===== config.mk =====
export PLATFORM = sky130hd
export DESIGN_NAME = pipelined_adder_param
export DESIGN_NICKNAME = d
export VERILOG_FILES = /design/src/rtl/pipelined_adder_param.sv
export SDC_FILE = /design/constraint.sdc
export NUM_CORES = 1
export LEC_CHECK = 0
export ABC_CLOCK_PERIOD_IN_PS = 6000
export CAP_MARGIN = 20
export CORE_MARGIN = 4
export CORE_UTILIZATION = 45
export DETAILED_ROUTE_END_ITERATION = 16
export GPL_ROUTABILITY_DRIVEN = 0
export PLACE_DENSITY = 0.72
export SETUP_SLACK_MARGIN = 0.1
export SLEW_MARGIN = 20
export SYNTH_ARGS = -nofsm -noshare
export SYNTH_HDL_FRONTEND = slang
export SYNTH_SLANG_ARGS = --single-unit

===== constraint.sdc =====
create_clock -name clk -period 6 [get_ports clk]
set_clock_uncertainty 0.1 [all_clocks]
set_input_delay 0.9 -clock clk [delete_from_list [all_inputs] [get_ports clk]]
set_output_delay 0.9 -clock clk [all_outputs]
set_load 0.01 [all_outputs]

===== src/rtl/pipelined_adder_param.sv =====
// Pipelined WIDTH-bit adder: carry ripples one CW-bit chunk per stage; `PADD_SUB_EN adds in_sub (a - b).
// Latency: accept at edge N, result valid after edge N+STAGES-1; one op per cycle sustained.
// Backpressure: out_ready low stalls the last stage, earlier stages collapse bubbles, then in_ready drops.
module pipelined_adder_param #(
    parameter int WIDTH  = 32,
    parameter int STAGES = 4
) (
    input  logic             clk,
    input  logic             rst,
    input  logic             in_valid,
    output logic             in_ready,
    input  logic [WIDTH-1:0] in_a,
    input  logic [WIDTH-1:0] in_b,
    input  logic             in_cin,
`ifdef PADD_SUB_EN
    input  logic             in_sub,
`endif
    output logic             out_valid,
    input  logic             out_ready,
    output logic [WIDTH-1:0] out_sum,
    output logic             out_cout
);

    localparam int CW = WIDTH / STAGES;

    // Stage registers. Stage s: sum chunks 0..s valid, operand chunks s+1.. still pending.
    logic [WIDTH-1:0]  a_q   [STAGES];
    logic [WIDTH-1:0]  b_q   [STAGES];
    logic [WIDTH-1:0]  sum_q [STAGES];
    logic [STAGES-1:0] v_q;
    logic [STAGES-1:0] c_q;
    logic [STAGES-1:0] sub_q;

    logic [WIDTH-1:0]  a_src   [STAGES];
    logic [WIDTH-1:0]  b_src   [STAGES];
    logic [WIDTH-1:0]  sum_src [STAGES];
    logic [WIDTH-1:0]  sum_nxt [STAGES];
    logic [STAGES-1:0] v_src;
    logic [STAGES-1:0] cin_src;
    logic [STAGES-1:0] sub_src;
    logic [STAGES-1:0] c_nxt;
    logic [STAGES-1:0] load;

    // A stage advances when empty or when its successor advances.
    always_comb begin
        load = '0;
        load[STAGES-1] = !v_q[STAGES-1] || out_ready;
        for (int s = STAGES - 2; s >= 0; s--) begin
            load[s] = !v_q[s] || load[s+1];
        end
    end

    assign in_ready = load[0];

    always_comb begin
        a_src   = '{default: '0};
        b_src   = '{default: '0};
        sum_src = '{default: '0};
        v_src   = '0;
        cin_src = '0;
        sub_src = '0;

        a_src[0] = in_a;
        b_src[0] = in_b;
        v_src[0] = in_valid;
`ifdef PADD_SUB_EN
        sub_src[0] = in_sub;
`else
        sub_src[0] = 1'b0;
`endif
        // Subtract is a + ~b + 1, so the carry-in is forced high and in_cin ignored.
        cin_src[0] = sub_src[0] | in_cin;

        for (int s = 1; s < STAGES; s++) begin
            a_src[s]   = a_q[s-1];
            b_src[s]   = b_q[s-1];
            sum_src[s] = sum_q[s-1];
            v_src[s]   = v_q[s-1];
            cin_src[s] = c_q[s-1];
            sub_src[s] = sub_q[s-1];
        end
    end

    always_comb begin
        logic [CW-1:0] b_chunk;
        logic [CW:0]   chunk;
        b_chunk = '0;
        chunk   = '0;
        sum_nxt = '{default: '0};
        c_nxt   = '0;
        for (int s = 0; s < STAGES; s++) begin
            b_chunk    = b_src[s][s*CW +: CW] ^ {CW{sub_src[s]}};
            chunk      = {1'b0, a_src[s][s*CW +: CW]} + {1'b0, b_chunk} + {{CW{1'b0}}, cin_src[s]};
            sum_nxt[s] = sum_src[s];
            sum_nxt[s][s*CW +: CW] = chunk[CW-1:0];
            c_nxt[s]   = chunk[CW];
        end
    end

    always_ff @(posedge clk or posedge rst) begin
        if (rst) begin
            v_q   <= '0;
            c_q   <= '0;
            sub_q <= '0;
            for (int s = 0; s < STAGES; s++) begin
                a_q[s]   <= '0;
                b_q[s]   <= '0;
                sum_q[s] <= '0;
            end
        end else begin
            for (int s = 0; s < STAGES; s++) begin
                if (load[s]) begin
                    v_q[s]   <= v_src[s];
                    c_q[s]   <= c_nxt[s];
                    sub_q[s] <= sub_src[s];
                    a_q[s]   <= a_src[s];
                    b_q[s]   <= b_src[s];
                    sum_q[s] <= sum_nxt[s];
                end
            end
        end
    end

    assign out_valid = v_q[STAGES-1];
    assign out_sum   = sum_q[STAGES-1];
    assign out_cout  = c_q[STAGES-1];

endmodule

==> Word-level counts from Yosys, hierarchy flattened <==
Cells that the tools add are included.
{ "word_totals": {"input_bits": 69, "regBits": 280, "out_inout_bits": 35, "elab_cells": 34} }
{ "classes": {"add_sub_neg": 8, "reduce_logical": 8} }
{ "ops": {"columns": ["cell", "count"], "rows": [
  ["adder 8 x 8 -> 9 bit", 4],
  ["adder 9 x 1 -> 9 bit", 4],
  ["logical NOT 1 bit", 4],
  ["logical OR 1 bit", 4]
]} }

==> Longest topological paths before layout <==
Gate-level depths: netlist (run 1).
{ "logic_depth": {"ltp_word": 5, "mapped_depth": 10} }

==> Worst setup path before layout (run 1) <==
Ideal clock, no wire load.
{ "synth_timing": {"path_type": "input port to output port", "start": "input port out_ready", "end": "output port in_ready", "stages": 7, "path_buffers": 3, "arrival_ps": 1743, "setup_slack_ps": 3257, "cell_sequence": "nor2b_4 > buf_6 > and3_4 > and2_1 > buf_4 > inv_2 > buf_2"} }
{ "synth_between": {"elab_chain_len": 4} }
{ "synth_lines": {"columns": ["element", "line_no", "text"], "rows": [
  ["start: declaration", "19", "input logic out_ready,"],
  ["logical OR 1 bit", "47", "load[STAGES-1] = !v_q[STAGES-1] || out_ready;"],
  ["logical OR 1 bit (3 in a row)", "49", "load[s] = !v_q[s] || load[s+1];"],
  ["end: declaration", "11", "output logic in_ready,"]
]} }
Every way passes these cells.

==> Worst setup path in the final report (run 1) <==
Ends and elaborated chain as after synthesis.

==> metrics.txt, run 1 <==
status=complete, no violations; CP max stage delay=690 ps; post-DR wirelength/cell=13.3 um; RSZ-0062 raised after global routing=false; final worst slack=1490 ps; slowest CP cell=clkdlybuf4s50_1; CTS root buffer=clkbuf_16; Synth cell types=40; core footprint=17500 sq um; CP Buf/Inv Count=4; largest net degree at the start of global routing=185; Min-Delay Path Class=flip-flop to flip-flop; final wirelength=16300 um; Seq/Total Area, Yosys=0.569; CP cell instances=clkdlybuf4s50_1 -> nor2b_4 -> buf_4 -> and3_4 -> and2_2 -> inv_2 -> clkdlybuf4s50_1; FF+latch area=4600 sq um; Initial Util=0.463; CTS clk-pin slew, worst paths=60 ps; CP endpoint kind=primary output; dpl hpwl=11200 um; Buffers on Ports=103; post-route ant nets=0; number of vias per cell=4.80; Ports=104; pre-CTS WS=1470 ps; CTS tree=yes; 1st-iter DRT viols=472; Worst-Skew Late Latency=420 ps; synthesized area=8090 sq um; syn nets=1002; total grt overflow=0; post-CTS setup buffer count=0; Primary FF master, synth=dfrtp_1; Critical Path RT=5000 ps; Slew @ Worst Pin=997 ps; CTS Buf Count=17; first-pass GRT wire length=28500 um; Sink Count=184; gr usage total=0.172; Power Dens Cells=382 nW/um^2; diode count=0; Setup Viol. Count Final=0; maximum vdd drop=0.000243 V; vias in the first global route=5815; footprint of the multi-input gates=3240 sq um; initial antenna violation count=0; Avg Cell Area, Syn=9.02 sq um; die width=142 um; DRC Markers=0; #FFs+latches synth=184; crit-path max FO=57; Post-Syn Instances=897; Layout Nets=1092; Post-synth EDFFs=0; CTS H-Tree Depth=4; share of cells above drive strength 1=0.0390; Max Freq=222 MHz; worst endpoint data arrival time=3510 ps; most used cell, CP=clkdlybuf4s50_1; Leakage=0.00486 uW; design area=9790 sq um; setup TNS=0 ps; vias=5874; max-slew violations=0; asr flop ratio synth=1.00; Final min period=4510 ps; most common cell after layout, fill and taps aside=nand2_1; area grow syn2layout=21.0%; die area=20200 sq um; fill count=1582; # rows=48; post-CTS sizing=0; Max-Cap Viols=0; Setup CP Type=input pin to primary output; delay-heaviest family, CP=buffers and inverters; most frequent cells in the layout=nand2_1 (473), dfrtp_1 (184), clkdlybuf4s50_1 (103); relative slew slack=0.335; drt pass-1 iters=4; final hold viol count=0; synth warn=0; Final period util=0.752; total power=3740 uW; Die Y=142 um; cts hold-fix bufs=0; CP startpoint kind=input pin; Post-DP Area=9260 sq um; Clock Path Buffers=2
==> registers in the layout (all words and copies together) (netlist names) <==
register / count
sum_nxt: 48
v_q: 4
a_q: 48
b_q: 48
out_sum: 32
c_q: 4
==> cell families after synthesis <==
| group | count (synthesis) | share of synthesized area |
|---|---|---|
| buffers and inverters | 49 | 0.0309 |
| multiplexers | 1 | 0.00124 |
| AO/OA/AOI/OAI | 100 | 0.0744 |
| AND/OR/NAND/NOR | 513 | 0.246 |
| flip-flops | 184 | 0.569 |
| XOR/XNOR | 14 | 0.0152 |
| adder cells (fa/ha/maj) | 36 | 0.0631 |
==> power by group <==
part	total [uW]	switching [uW]	internal [uW]
Combinational	998	523	475
Sequential	1740	184	1550
Clock	1010	441	568
==> synth_stat cells (2+ instances only) <==
| cell type | instances | area (sq um) |
|---|---|---|
| clkbuf_1 | 16 | 60.1 |
| ha_1 | 28 | 350 |
| buf_1 | 5 | 18.8 |
| nor3b_1 | 2 | 15.0 |
| o21a_1 | 4 | 30.0 |
| xor2_1 | 10 | 87.6 |
| o21ai_0 | 40 | 200 |
| and2_1 | 2 | 12.5 |
| fa_1 | 8 | 160 |
| o211ai_1 | 3 | 22.5 |
| buf_4 | 2 | 15.0 |
| xnor2_1 | 4 | 35.0 |
| inv_1 | 8 | 30.0 |
| o31ai_1 | 5 | 37.5 |
| a21o_1 | 8 | 60.1 |
| nor2_1 | 20 | 75.1 |
| a21oi_1 | 18 | 90.1 |
| buf_2 | 11 | 55.1 |
| a211oi_1 | 13 | 97.6 |
| nand2_1 | 473 | 1780 |
| nand2b_1 | 7 | 43.8 |
| buf_6 | 6 | 67.6 |
| dfrtp_1 | 184 | 4600 |
| a31oi_1 | 4 | 25.0 |
==> stage by stage <==
step | instances | utilization | hold WS (ps)
finish | 1224 | 0.560 | 365
detailed placement | 1193 | 0.530 | 356
global placement | 1193 | 0.530 | 349
CTS | 1224 | 0.560 | 371
global route | 1224 | 0.560 | 390
floorplan | 897 | - | 330
==> path summary, 6_finish.rpt <==
kind | start | to | slack (ps) | cells after the start
worst min-delay path | out_sum[18]$_DFFE_PP0P_ | out_sum[18]$_DFFE_PP0P_ | 370 | 2
worst max-delay path | out_ready | in_ready | 1490 | 7
max in group asynchronous | rst | sum_nxt[21]$_DFFE_PP0P_ | 4080 | 3
min in group asynchronous | rst | out_sum[8]$_DFFE_PP0P_ | 950 | 3
worst min register to register | out_sum[18]$_DFFE_PP0P_ | out_sum[18]$_DFFE_PP0P_ | 370 | 2
worst max register to register | a_q[104]$_DFFE_PP0P_ | c_q[1]$_DFFE_PP0P_ | 3540 | 7
==> final cells by class <==
cell class | count | share of cell area
multi-input cells | 664 | 0.331
clock inverters | 8 | 0.00780
clock buffers | 23 | 0.0458
flip-flops and latches | 184 | 0.470
inverters | 9 | 0.00383
well taps | 225 | 0.0288
repair buffers | 111 | 0.113
==> layer usage <==
metal  track usage  vias to the layer above  share of wire
met4        0.0530                        0         0.0096
li1              -                     3042              -
met1         0.261                     2735           0.52
met2         0.252                       88           0.43
met5             0                        -              0
met3        0.0319                        9          0.042
==> tightest hold or removal path: stages, from the launching register on <==
cell and delay (ps):
dfrtp_1 340, nand2_1 50, nand2_1 50
No activity file was read; power rests on OpenSTA's default activity.
==> run 2: changes to the inputs <==
--- a/config.mk
+++ b/config.mk
@@ -5,13 +5,13 @@
 export SDC_FILE = /design/constraint.sdc
 export NUM_CORES = 1
 export LEC_CHECK = 0
-export ABC_CLOCK_PERIOD_IN_PS = 6000
+export ABC_CLOCK_PERIOD_IN_PS = 4250
 export CAP_MARGIN = 20
 export CORE_MARGIN = 4
 export CORE_UTILIZATION = 45
 export DETAILED_ROUTE_END_ITERATION = 16
 export GPL_ROUTABILITY_DRIVEN = 0
-export PLACE_DENSITY = 0.72
+export PLACE_DENSITY = 0.69
 export SETUP_SLACK_MARGIN = 0.1
 export SLEW_MARGIN = 20
 export SYNTH_ARGS = -nofsm -noshare
==> constraint.sdc (replaced) <==
create_clock -name clk -period 4.25 [get_ports clk]
set_clock_uncertainty 0.1 [all_clocks]
set_input_delay 0.6375 -clock clk [delete_from_list [all_inputs] [get_ports clk]]
set_output_delay 0.6375 -clock clk [all_outputs]
set_load 0.01 [all_outputs]
==> run 2 against run 1 <==
Effect of this change:
- die area stayed put
- worst hold slack worse by 0.59 ps
- sequential share of layout area fell by 0.27 points
- critical path type unchanged
==> metrics.txt, run 2 (same netlist as run 1, synthesis figures left out) <==
status=complete, no violations (unchanged); relative slew slack=0.368 (was 0.335); Clock Path Buffers=2 (unchanged); Sink Count=184 (unchanged); # rows=48 (unchanged); initial antenna violation count=0 (unchanged); DRC Markers=0 (unchanged); CP startpoint kind=input pin (unchanged); Final period util=0.702; Fin Hold WS=364 ps (was 365 ps); Slew @ Worst Pin=948 ps (was 997 ps); post-CTS setup buffer count=0 (unchanged); Min-Delay Path Class=flip-flop to flip-flop (unchanged); Power Dens Cells=547 nW/um^2 (was 382 nW/um^2); Setup CP Type=input pin to primary output (unchanged); vias=5787 (was 5874); dpl hpwl=11000 um (was 11200 um); Ports=104 (unchanged); die area=20200 sq um (unchanged); post-CTS sizing=0 (unchanged); post-route ant nets=0 (unchanged); share of cells above drive strength 1=0.0430 (was 0.0390); total grt overflow=0 (unchanged); CTS tree=yes (unchanged); design area=9850 sq um (was 9790 sq um); area grow syn2layout=21.7% (was 21.0%); Buffers on Ports=103 (unchanged); Critical Path RT=3510 ps (was 5000 ps); core footprint=17500 sq um (unchanged); final hold viol count=0 (unchanged); gr usage total=0.172 (about the same); Max Freq=335 MHz; most common cell after layout, fill and taps aside=nand2_1 (unchanged); number of vias per cell=4.72 (was 4.80); fill count=1572 (was 1582); maximum vdd drop=0.000346 V (was 0.000243 V); Worst-Skew Late Latency=420 ps (about the same); drt pass-1 iters=7 (was 4); Setup Viol. Count Final=0 (unchanged); max-slew violations=0 (unchanged); worst endpoint data arrival time=2250 ps (was 3510 ps); CP endpoint kind=primary output (unchanged); CTS root buffer=clkbuf_16 (unchanged); Max-Cap Viols=0 (unchanged); most frequent cells in the layout=nand2_1 (473), dfrtp_1 (184), clkdlybuf4s50_1 (103) (unchanged); CTS Buf Count=17 (unchanged); Final Non-Filler Cells=1225 (was 1224); crit-path max FO=2 (was 57); largest net degree at the start of global routing=185 (unchanged); post-DR wirelength/cell=13.2 um (was 13.3 um); RSZ-0062 raised after global routing=false (unchanged); Die Y=142 um (unchanged); Initial Util=0.463 (unchanged); die width=142 um (unchanged); cts hold-fix bufs=0 (unchanged); Post-DP Area=9270 sq um (was 9260 sq um); CTS clk-pin slew, worst paths=60 ps (about the same); Layout Nets=1093 (was 1092); vias in the first global route=5696 (was 5815); Final min period=2980 ps; first-pass GRT wire length=28200 um (was 28500 um); CTS H-Tree Depth=4 (unchanged); diode count=0 (unchanged); final wirelength=16200 um (was 16300 um); placed insts=1194 (was 1193); setup TNS=0 ps (unchanged); Leakage=0.00490 uW (was 0.00486 uW); 1st-iter DRT viols=365 (was 472)
run 2: cell count changes in the layout (fill, tap and decap cells not counted):
cell	change
clkbuf_1	-3
clkinv_2	+1
bufinv_16	+1
clkbuf_8	+3
buf_4	+1
clkinvlp_4	-2
run 2: per-layer routing:
| metal | track usage | up-vias | routed length, um |
|---|---|---|---|
| met2 | 0.244 | 93 | 6680 |
| met4 | 0.0545 | 0 | 190 |
| met5 | 0 | - | 0 |
| li1 | - | 3047 | - |
| met1 | 0.268 | 2629 | 8720 |
| met3 | 0.0319 | 18 | 631 |
run 2: path summary, 6_finish.rpt:
check | startpoint | to | slack [ps] | depth (start not counted)
setup / recovery | out_ready | in_ready | 1270 | 6
hold / removal | a_q[126]$_DFFE_PP0P_ | a_q[126]$_DFFE_PP0P_ | 360 | 2
setup reg to reg | a_q[104]$_DFFE_PP0P_ | c_q[1]$_DFFE_PP0P_ | 1840 | 7
hold reg to reg | a_q[126]$_DFFE_PP0P_ | a_q[126]$_DFFE_PP0P_ | 360 | 2
max in group asynchronous | rst | out_sum[4]$_DFFE_PP0P_ | 2620 | 3
min in group asynchronous | rst | out_sum[23]$_DFFE_PP0P_ | 750 | 3
run 2: report_power, final:
part           internal (uW)  switching, uW
logic                    672            725
clock network            907            632
registers               2190            257
run 2: stage by stage:
stage          utilization  setup slack, ps  power (uW)
2_1_floorplan            -             1150        3300
3_3_place_gp         0.530             1280        3860
3_5_place_dp         0.530             1270        3890
4_1_cts              0.563             1250        5440
5_1_grt              0.563             1200        5770
6_report             0.563             1270        5380
run 2: worst max-delay path, stage by stage:
cell and delay, ps:
clkdlybuf4s50_1 530, nor2b_4 60, and3_4 180, and2_2 200, inv_2 80, clkdlybuf4s50_1 550
run 2: area by class of cell:
type                       instances  area, sq um  share of cell area
sequential                       184         4600               0.468
multi-input combinational        664         3240               0.329
timing repair buffer             112         1110               0.113
clock buffer                      23          478              0.0485
tap                              225          282              0.0286
clock inverter                     8         96.3             0.00979
inverter                           9         37.5             0.00381
